[src/rtl/rgmii_rx_framer.sv]
// RGMII receive framer: strips preamble/SFD, assembles nibbles into payload bytes
// and reports per-frame length, error status and a running frame count.
module rgmii_rx_framer #(
    parameter int MAX_BYTES = 1522,
    parameter int LEN_W     = 11
) (
    input  logic             rgm0_clk,
    input  logic             rgm0_rst,
    input  logic             rgm0_en,
    input  logic [3:0]       rgm0_d,
    output logic [7:0]       rx_data,
    output logic             rx_valid,
    output logic             rx_sof,
    output logic             frame_done,
    output logic [LEN_W-1:0] frame_len,
    output logic             frame_err,
    output logic [15:0]      frame_cnt
);

    typedef enum logic [1:0] {IDLE, PREAMBLE, DATA, DROP} state_t;

    localparam logic [LEN_W-1:0] MAX_LEN = LEN_W'(MAX_BYTES);

    state_t           state, state_nx;
    logic             phase;
    logic [3:0]       lo_nib;
    logic [LEN_W-1:0] byte_cnt;
    logic             ovl;

    logic take_lo, emit, start, set_ovl, fin, fin_ovl;

    always_comb begin
        state_nx = state;
        take_lo  = 1'b0;
        emit     = 1'b0;
        start    = 1'b0;
        set_ovl  = 1'b0;
        fin      = 1'b0;
        fin_ovl  = 1'b0;
        case (state)
            IDLE: begin
                if (rgm0_en) state_nx = (rgm0_d == 4'h5) ? PREAMBLE : DROP;
            end
            PREAMBLE: begin
                if (!rgm0_en) begin
                    state_nx = IDLE;
                end else if (rgm0_d == 4'hD) begin
                    state_nx = DATA;
                    start    = 1'b1;
                end else if (rgm0_d != 4'h5) begin
                    state_nx = DROP;
                end
            end
            DATA: begin
                if (!rgm0_en) begin
                    fin      = 1'b1;
                    state_nx = IDLE;
                end else if (!phase) begin
                    take_lo = 1'b1;
                end else if (byte_cnt == MAX_LEN) begin
                    // Overlength: stop delivering, report once the frame ends.
                    set_ovl  = 1'b1;
                    state_nx = DROP;
                end else begin
                    emit = 1'b1;
                end
            end
            DROP: begin
                if (!rgm0_en) begin
                    fin_ovl  = ovl;
                    state_nx = IDLE;
                end
            end
            default: state_nx = IDLE;
        endcase
    end

    always_ff @(posedge rgm0_clk or posedge rgm0_rst) begin
        if (rgm0_rst) begin
            state      <= IDLE;
            phase      <= 1'b0;
            lo_nib     <= 4'h0;
            byte_cnt   <= '0;
            ovl        <= 1'b0;
            rx_data    <= 8'h00;
            rx_valid   <= 1'b0;
            rx_sof     <= 1'b0;
            frame_done <= 1'b0;
            frame_len  <= '0;
            frame_err  <= 1'b0;
            frame_cnt  <= 16'h0000;
        end else begin
            state      <= state_nx;
            rx_valid   <= emit;
            rx_sof     <= emit && (byte_cnt == '0);
            frame_done <= fin | fin_ovl;
            if (start) begin
                phase    <= 1'b0;
                byte_cnt <= '0;
                ovl      <= 1'b0;
            end
            if (take_lo) begin
                lo_nib <= rgm0_d;
                phase  <= 1'b1;
            end
            if (emit) begin
                rx_data  <= {rgm0_d, lo_nib};
                phase    <= 1'b0;
                byte_cnt <= byte_cnt + 1'b1;
            end
            if (set_ovl) ovl <= 1'b1;
            if (fin) begin
                frame_len <= byte_cnt;
                frame_err <= phase;
                frame_cnt <= frame_cnt + 16'd1;
                phase     <= 1'b0;
            end
            if (fin_ovl) begin
                frame_len <= MAX_LEN;
                frame_err <= 1'b1;
                frame_cnt <= frame_cnt + 16'd1;
                ovl       <= 1'b0;
            end
        end
    end

endmodule
[config.mk]
export PLATFORM = sky130hd
export DESIGN_NAME = rgmii_rx_framer
export DESIGN_NICKNAME = d
export VERILOG_FILES = /design/src/rtl/rgmii_rx_framer.sv
export SDC_FILE = /design/constraint.sdc
export NUM_CORES = 1
export LEC_CHECK = 0
export CORE_ASPECT_RATIO = 1.75
export CORE_MARGIN = 2
export CORE_UTILIZATION = 52
export CTS_CLUSTER_DIAMETER = 50
export DETAILED_ROUTE_END_ITERATION = 6
export PLACE_DENSITY = 0.86
export SYNTH_ARGS = -nofsm -noshare
export SYNTH_HDL_FRONTEND = slang
export SYNTH_SLANG_ARGS = --single-unit
[constraint.sdc]
create_clock -name rgm0_clk -period 2.5 [get_ports rgm0_clk]
set_input_delay 0.25 -clock rgm0_clk [delete_from_list [all_inputs] [get_ports rgm0_clk]]
set_output_delay 0.25 -clock rgm0_clk [all_outputs]
set_load 0.01 [all_outputs]
==> Word level (Yosys, flattened, before mapping) <==
Index checks and enable logic that the tools add are counted.
{ "op_classes": {"mux": 42, "add_sub_neg": 2, "n_eq_ne": 12, "reduce_logical": 8, "bitwise": 1} }
{ "op_table": {"columns": ["cell", "n"], "rows": [
  ["$mux W11", 4],
  ["$mux W16", 2],
  ["$mux W1", 26],
  ["$mux W2", 9],
  ["$add A16 B1 Y16 const B", 1],
  ["$add A11 B1 Y11 const B", 1],
  ["$eq A11 B11 Y1 const B", 1],
  ["$logic_not A11 Y1", 1],
  ["$pmux W2 S4", 1],
  ["$ne A3 B3 Y1 const B", 2],
  ["$reduce_and A5 Y1", 1],
  ["$eq A2 B2 Y1 const B", 2],
  ["$eq A4 B3 Y1 const B", 1],
  ["$eq A4 B4 Y1 const B", 1],
  ["$ne A2 B2 Y1 const B", 2],
  ["$ne A4 B3 Y1 const B", 1],
  ["$ne A4 B4 Y1 const B", 1],
  ["$reduce_bool A2 Y1", 2],
  ["$reduce_bool A4 Y1", 1],
  ["$reduce_bool A3 Y1", 1],
  ["$eq A2 B1 Y1 const B", 1],
  ["$logic_not A2 Y1", 1],
  ["$logic_and A1 B1 Y1", 1],
  ["$or A1 B1 Y1", 1]
]} }
{ "word_totals": {"ff_bits": 58, "in_bits": 7, "word_cells": 77, "out_inout_bits": 39} }

==> Depth between registers and ports, before layout <==
Gate-level depths: netlist (run 1).
{ "depth": {"word_depth": 8, "mapped_depth": 8, "depth_no_buf": 6} }

==> Least setup slack after synthesis (run 1) <==
Ideal clock, no wire load.
{ "synth_timing": {"path_type": "register to register", "start": "reg byte_cnt[3]", "end": "reg rx_data[0]", "setup_time_ns": 0.125, "arrival_ns": 1.726, "slack_ns": 0.649, "synth_period_minus_slack_ns": 1.851, "stages_incl_launch_ff": 7, "required_time_ns": 2.375, "path_buffers": 3, "path_cell_list": "dfrtp_1 buf_6 or3_4 o41a_1 buf_6 buf_8 mux2_4"} }
{ "synth_between": {"elab_chain_len": 5} }
{ "synth_lines": {"columns": ["element", "line", "text"], "rows": [
  ["start: declaration", "27", "logic [LEN_W-1:0] byte_cnt;"],
  ["start signal: assignment", "109", "byte_cnt <= byte_cnt + 1'b1;"],
  ["$eq A11 B11 Y1", "60", "end else if (byte_cnt == MAX_LEN) begin"],
  ["$mux W1", "60", null],
  ["$mux W1", "58", "end else if (!phase) begin"],
  ["$mux W1", "55", "if (!rgm0_en) begin"],
  ["$mux W1", "40", "case (state)"],
  ["net emit", "30", "logic take_lo, emit, start, set_ovl, fin, fin_ovl;"],
  ["end signal: assignment", "107", "rx_data <= {rgm0_d, lo_nib};"],
  ["end: declaration", "11", "output logic [7:0] rx_data,"]
]} }
The timed path passes the listed nets, and every way through them passes these cells.
A chain may end at the register's enable or synchronous reset.

==> Worst setup path in the final report (run 1) <==
{ "layout_timing": {"start": "reg byte_cnt[9]", "end": "reg rx_data[1]"} }
{ "layout_between": {"elab_chain_len": 5} }
{ "layout_lines": {"columns": ["element", "line"], "rows": [
  ["$eq A11 B11 Y1", "60"],
  ["$mux W1", "60"],
  ["$mux W1", "58"],
  ["$mux W1", "55"],
  ["$mux W1", "40"]
]} }
Every way passes these cells.

==> flow_metrics.py, run 1 <==
metrics = {
    "grt": {
        "grt_pass1_vias": 1990,
        "antenna_found_initial": 0,
        "grt_overflow": 0,
        "grt_use_total_pct": 20.5,
        "grt_first_pass_wirelength_microns": 8880,
        "grt_max_degree": 35,
    },
    "sta": {
        "fin_tns_setup_ps": 0,
        "finClkSkew_ps": 8.25,
        "hold_violations": 0,
        "final.min_clock_period_ps": 1860,
        "setup_viol": 0,
        "tightest_slew_ps": 698,
        "final_max_slew_viol_count": 0,
        "fmax_mhz": 538,
        "rsz0062_at_grt": "false",
        "relSlewSlack_pct": 53.3,
        "period_share_pct": 74.4,
    },
    "yosys": {
        "synthTopCellsByCount": "dfrtp_1 (58), nand2_1 (41), nand3_1 (15), mux2_2 (11), xor2_1 (11)",
        "post-synth-top-area-fraction_pct": 56.1,
        "yosys_most_used_dff": "dfrtp_1",
        "synth_area_leader_cell": "dfrtp_1",
        "syn_nets": 243,
        "netlist_top_cells_area": "dfrtp_1 (56%), nand2_1 (6.0%), mux2_2 (4.8%), xor2_1 (3.7%), nand3_1 (2.9%)",
        "yosysWarnings": 0,
        "synth_most_common_cell": "dfrtp_1",
        "ys_ff_latch": 58,
        "ys_async_sr_fraction_pct": 100,
        "synth_seq_area_share_pct": 56.1,
        "synthDistinctLibCells": 43,
        "synth.avg_cell_area_sq_um": 11.1,
        "synth_edf_count": 0,
        "synth_area_sq_um": 2580,
        "synthCells": 232,
    },
    "drt": {
        "drc_errors": 0,
        "ant_nets": 0,
        "top_layer_used": "met4",
        "first_pass_iters": 4,
        "wl_met3_microns": 191,
        "wire_per_inst_microns": 14.9,
        "viasPerCell": 5.67,
        "wl_met2_microns": 2750,
        "m1WireLength_microns": 2100,
        "drt-total-wl_microns": 5140,
        "vias": 1956,
        "drtIter0Drc": 82,
    },
    "clock_tree": {
        "cts_setup_buffers": 0,
        "clock_latency_ps": 330,
        "clockRootBuffer": "clkbuf_8",
        "hold_buffers": 0,
        "ctsResizeCount": 0,
        "cts.reportedPaths.clkPinSlew_ps": 60,
        "htree_levels": 3,
        "clkSinkCount": 58,
        "cts_buffer_depth": 2,
        "numCtsBuffers": 9,
        "cts_tree": "yes",
    },
    "die": {
        "start_util_pct": 52.8,
        "dieArea_sq_um": 5570,
        "fp.dieW_microns": 57.3,
        "rows": 34,
        "die_y_microns": 97.3,
        "ios": 46,
        "fp.coreArea_sq_um": 4890,
    },
    "cells_and_area": {
        "finalNetCount": 297,
        "antenna_cells": 0,
        "fin_cells": 345,
        "final_util_pct": 67.8,
        "fill_cells": 372,
        "drive_gt1_share_pct": 12.4,
        "area_growth_pct": 28.4,
    },
    "critical_path": {
        "crit_end": "rx_data[1]$_DFFE_PP0P_",
        "arrival_ps": 2070,
        "setup.worst_path.start": "byte_cnt[9]$_DFFE_PP0P_",
        "reg2reg_to": "rx_data[1]$_DFFE_PP0P_",
        "criticalPathCategory": "register to register",
        "rrSetupSlack_ps": 640,
        "cp_max_fo": 7,
        "critPathLaunchType": "register",
        "r2r_cells": 4,
        "critPathRequiredTime_ps": 2710,
        "reg2reg_from": "byte_cnt[9]$_DFFE_PP0P_",
        "cp-end-kind": "register",
    },
    "power": {
        "power_mw": 3.00,
        "power_density_nw_per_um2": 906,
        "irDropWorstVdd_mv": 0.743,
        "power_leakage_nw": 1.51,
    },
    "flow_run": {
        "max-cap-violations": 0,
    },
    "placement": {
        "io_buffer_count": 45,
        "place_congestion": 0.865,
        "placed_cells": 329,
        "dp_hpwl_microns": 3710,
    },
    "outcome": {
        "outcome": "finished clean",
    },
    "worst_hold_path": {
        "hold_class": "input pin to asynchronous set/reset pin",
    },
}
-- area by class of cell --
class	instances	area (sq um)	share of cell area, %
inverters	7	26.3	0.792
flip-flops and latches	58	1450	43.7
clock inverters	5	77.6	2.34
multi-input cells	160	1050	31.7
clock buffers	11	141	4.26
well taps	54	67.6	2.04
repair buffers	50	500	15.1
-- per-stage QoR --
step	hold slack (ps)	cell area [sq um]	setup slack, ps
3_5_place_dp	470	3100	463
2_1_floorplan	384	2580	649
5_1_grt	321	3320	561
6_report	287	3320	640
3_3_place_gp	456	3100	507
4_1_cts	305	3320	652
-- cells by family (layout without fill, tap and decap cells) --
| kind of cell | Yosys count | in the layout | share of synthesized area (%) |
|---|---|---|---|
| flops | 58 | 58 | 56.1 |
| mux | 16 | 16 | 7.12 |
| xor+xnor | 18 | 18 | 6.10 |
| buf+inv | 14 | 73 | 3.10 |
| simple gates | 101 | 101 | 20.1 |
| compound gates | 21 | 21 | 5.47 |
| fa+ha+maj | 4 | 4 | 1.94 |
-- cell usage in the layout (no fill, tap or decap), types with 6 or more instances in the layout --
cell type and n:
clkdlybuf4s50_1 45, xnor2_1 7, nand2_1 41, inv_1 6
dfrtp_1 58, xor2_1 11, a21oi_1 6, clkbuf_8 10
nor2_1 6, nor3_1 7, nand3_1 15, mux2_2 11
-- worst max-delay path: stages (launching register included) --
cell	delay [ps]
dfrtp_1	440
or3_4	420
o41a_1	400
buf_4	180
mux2_4	300
-- where the power goes --
group	total (mW)	switching (mW)	internal, mW
clock	0.941	0.356	0.585
sequential	1.32	0.177	1.14
combinational	0.744	0.294	0.450
-- worst min path at each step --
stage                                          from                         to  slack [ps]  cells after the start
after CTS                                  rgm0_rst   frame_cnt[7]$_DFFE_PP0P_         300                      2
after global routing                       rgm0_rst   frame_cnt[7]$_DFFE_PP0P_         320                      2
after global placement    frame_cnt[15]$_DFFE_PP0P_  frame_cnt[15]$_DFFE_PP0P_         460                      1
final                                      rgm0_rst   frame_cnt[0]$_DFFE_PP0P_         290                      2
after floorplan                           rgm0_d[3]       state[1]$_DFFE_PP0P_         380                      2
after detailed placement  frame_cnt[15]$_DFFE_PP0P_  frame_cnt[15]$_DFFE_PP0P_         470                      1
-- routing by layer --
layer  vias up  global-route usage [%]
met5         -                       0
met1       975                    23.8
li1        922                       -
met3        11                    5.06
met2        48                    34.7
met4         0                    9.84
-- flip-flops by register name, indices dropped and copies added (netlist names) --
name / flops
frame_done: 1
state: 2
rx_valid: 1
byte_cnt: 11
frame_len: 11
rx_sof: 1
ovl: 1
rx_data: 8
frame_err: 1
lo_nib: 4
frame_cnt: 16
phase: 1
Note: power is estimated with default switching activity, not from simulation.
==> run 2: changes to the inputs <==
==> constraint.sdc (replaced) <==
create_clock -name rgm0_clk -period 1.9 [get_ports rgm0_clk]
set_input_delay 0.19 -clock rgm0_clk [delete_from_list [all_inputs] [get_ports rgm0_clk]]
set_output_delay 0.19 -clock rgm0_clk [all_outputs]
set_load 0.01 [all_outputs]
==> run 2 against run 1 <==
Sequential cell count did not move; clock power is 22% higher; sequential share of layout area decreased by 1.0 points; maximum frequency grew 1.5%; core utilization grew 1.6 points; sequential power increased by 30%; register-to-register slack worse by 570 ps; routed wire length is 3.5% higher; first-iteration DRC count is 18% lower; final area grew 2.4%; clock skew down 1.3 ps.
==> flow_metrics.py, run 2 (synthesis results as in run 1) <==
metrics = {
    "sta": {
        "tightest_slew_ps": 537,
        "final.min_clock_period_ps": 1830,
        "holdWs_ps": 194,
        "hold_violations": 0,
        "final_max_slew_viol_count": 0,
        "fin_tns_setup_ps": 0,
        "setup_viol": 0,
        "fmax_mhz": 546,
        "rsz0062_at_grt": "false",
        "finClkSkew_ps": 6.95,
        "relSlewSlack_pct": 64.2,
        "period_share_pct": 96.5,
    },
    "clock_tree": {
        "cts_buffer_depth": 2,
        "numCtsBuffers": 9,
        "hold_buffers": 0,
        "cts_setup_buffers": 0,
        "clockRootBuffer": "clkbuf_8",
        "cts_tree": "yes",
        "htree_levels": 3,
        "cts.reportedPaths.clkPinSlew_ps": 60,
        "clkSinkCount": 58,
        "clock_latency_ps": 330,
        "ctsResizeCount": 0,
    },
    "cells_and_area": {
        "drive_gt1_share_pct": 15.3,
        "fill_cells": 368,
        "most-common-layout-cells": "dfrtp_1 (58), clkdlybuf4s50_1 (45), nand2_1 (41), nand3_1 (15), buf_4 (14)",
        "finalNetCount": 308,
        "layout_commonest_cell": "dfrtp_1",
        "top_register": "frame_cnt",
        "largest_reg_flops": 16,
        "seq_area_sq_um": 1450,
        "reg_top3": "frame_cnt x16, byte_cnt x11, frame_len x11",
        "multiInputGateArea_sq_um": 1050,
        "antenna_cells": 0,
        "area_growth_pct": 31.5,
    },
    "die": {
        "start_util_pct": 52.8,
        "dieArea_sq_um": 5570,
        "ios": 46,
        "fp.dieW_microns": 57.3,
        "fp.coreArea_sq_um": 4890,
        "die_y_microns": 97.3,
        "rows": 34,
    },
    "grt": {
        "grt_use_total_pct": 21.8,
        "grt_pass1_vias": 2032,
        "grt_overflow": 0,
        "use_met3_pct": 3.60,
        "grt_max_degree": 24,
        "grt_use_met1_pct": 26.5,
        "met2_usage_pct": 35.7,
        "grt_first_pass_wirelength_microns": 9280,
        "antenna_found_initial": 0,
        "grt-busiest-layer": "met2",
    },
    "power": {
        "irDropWorstVdd_mv": 0.898,
        "power_leakage_nw": 1.57,
        "power_density_nw_per_um2": 1150,
    },
    "placement": {
        "place_congestion": 0.922,
        "dp_hpwl_microns": 3990,
        "io_buffer_count": 45,
    },
    "outcome": {
        "outcome": "finished clean",
    },
    "drt": {
        "viasPerCell": 5.61,
        "ant_nets": 0,
        "drtIter0Drc": 67,
        "vias": 1991,
        "drc_errors": 0,
        "wire_per_inst_microns": 15.0,
        "drt-total-wl_microns": 5330,
        "first_pass_iters": 4,
    },
    "critical_path": {
        "arrival_ps": 2050,
        "path_cells": "or3_4, o41a_1, buf_4, mux2_4",
        "cp_slowest_cell": "dfrtp_1",
        "reg2reg_from": "byte_cnt[9]$_DFFE_PP0P_",
        "rrSetupSlack_ps": 70,
        "cp_max_fo": 9,
        "cp-end-kind": "register",
        "max_stage_delay_ps": 430,
        "critPathRequiredTime_ps": 2110,
        "criticalPathCategory": "register to register",
        "critPathLaunchType": "register",
        "r2r_cells": 4,
        "reg2reg_to": "rx_data[1]$_DFFE_PP0P_",
    },
    "flow_run": {
        "max-cap-violations": 0,
    },
    "worst_hold_path": {
        "hold_class": "input pin to asynchronous set/reset pin",
    },
}
==> run 2: area by class of cell <==
cell class	instances	area share [%]
sequential	58	42.7
multi-input combinational	160	31.0
timing repair buffer	61	17.5
clock buffer	13	4.97
tap	54	1.99
clock inverter	2	1.03
inverter	7	0.773
==> run 2: how the worst max path moves through the flow <==
stage	slack (ps)	end	from	cells after the start
finish	70	rx_data[1]$_DFFE_PP0P_	byte_cnt[9]$_DFFE_PP0P_	4
detailed placement	7	frame_cnt[13]$_DFFE_PP0P_	rgm0_en	6
global route	20	byte_cnt[9]$_DFFE_PP0P_	state[0]$_DFFE_PP0P_	5
floorplan	50	rx_data[0]$_DFFE_PP0P_	byte_cnt[3]$_DFFE_PP0P_	6
global placement	70	frame_cnt[15]$_DFFE_PP0P_	rgm0_en	6
CTS	80	rx_data[1]$_DFFE_PP0P_	byte_cnt[9]$_DFFE_PP0P_	4
==> run 2: power breakdown <==
group / total [mW] / switching [mW] / internal (mW)
clock network: 1.15 / 0.443 / 0.704
registers: 1.72 / 0.219 / 1.50
logic: 1.03 / 0.412 / 0.618
==> run 2: worst max-delay path, delay by kind of cell (launching register included) <==
kind	cells	cell delay, ps
buffers and inverters	1	190
multiplexers	1	300
AO/OA/AOI/OAI	1	390
AND/OR/NAND/NOR	1	410
flip-flops	1	430
==> run 2: per-layer routing <==
metal / vias up / routed length, microns
met5: - / 0
met4: 0 / 136
met3: 8 / 185
met2: 51 / 2940
met1: 991 / 2060
li1: 941 / -
==> run 2: metrics by stage <==
stage | worst slack (ps) | cells | util [%] | power, mW | area (sq um)
3_3_place_gp | 72.9 | 340 | 65.3 | 2.73 | 3190
2_1_floorplan | 49.1 | 232 | - | 2.22 | 2580
5_1_grt | 16.6 | 355 | 69.5 | 4.11 | 3400
3_5_place_dp | 7.35 | 340 | 65.3 | 2.78 | 3190
6_report | 67.4 | 355 | 69.5 | 3.90 | 3400
4_1_cts | 75.6 | 355 | 69.5 | 3.94 | 3400
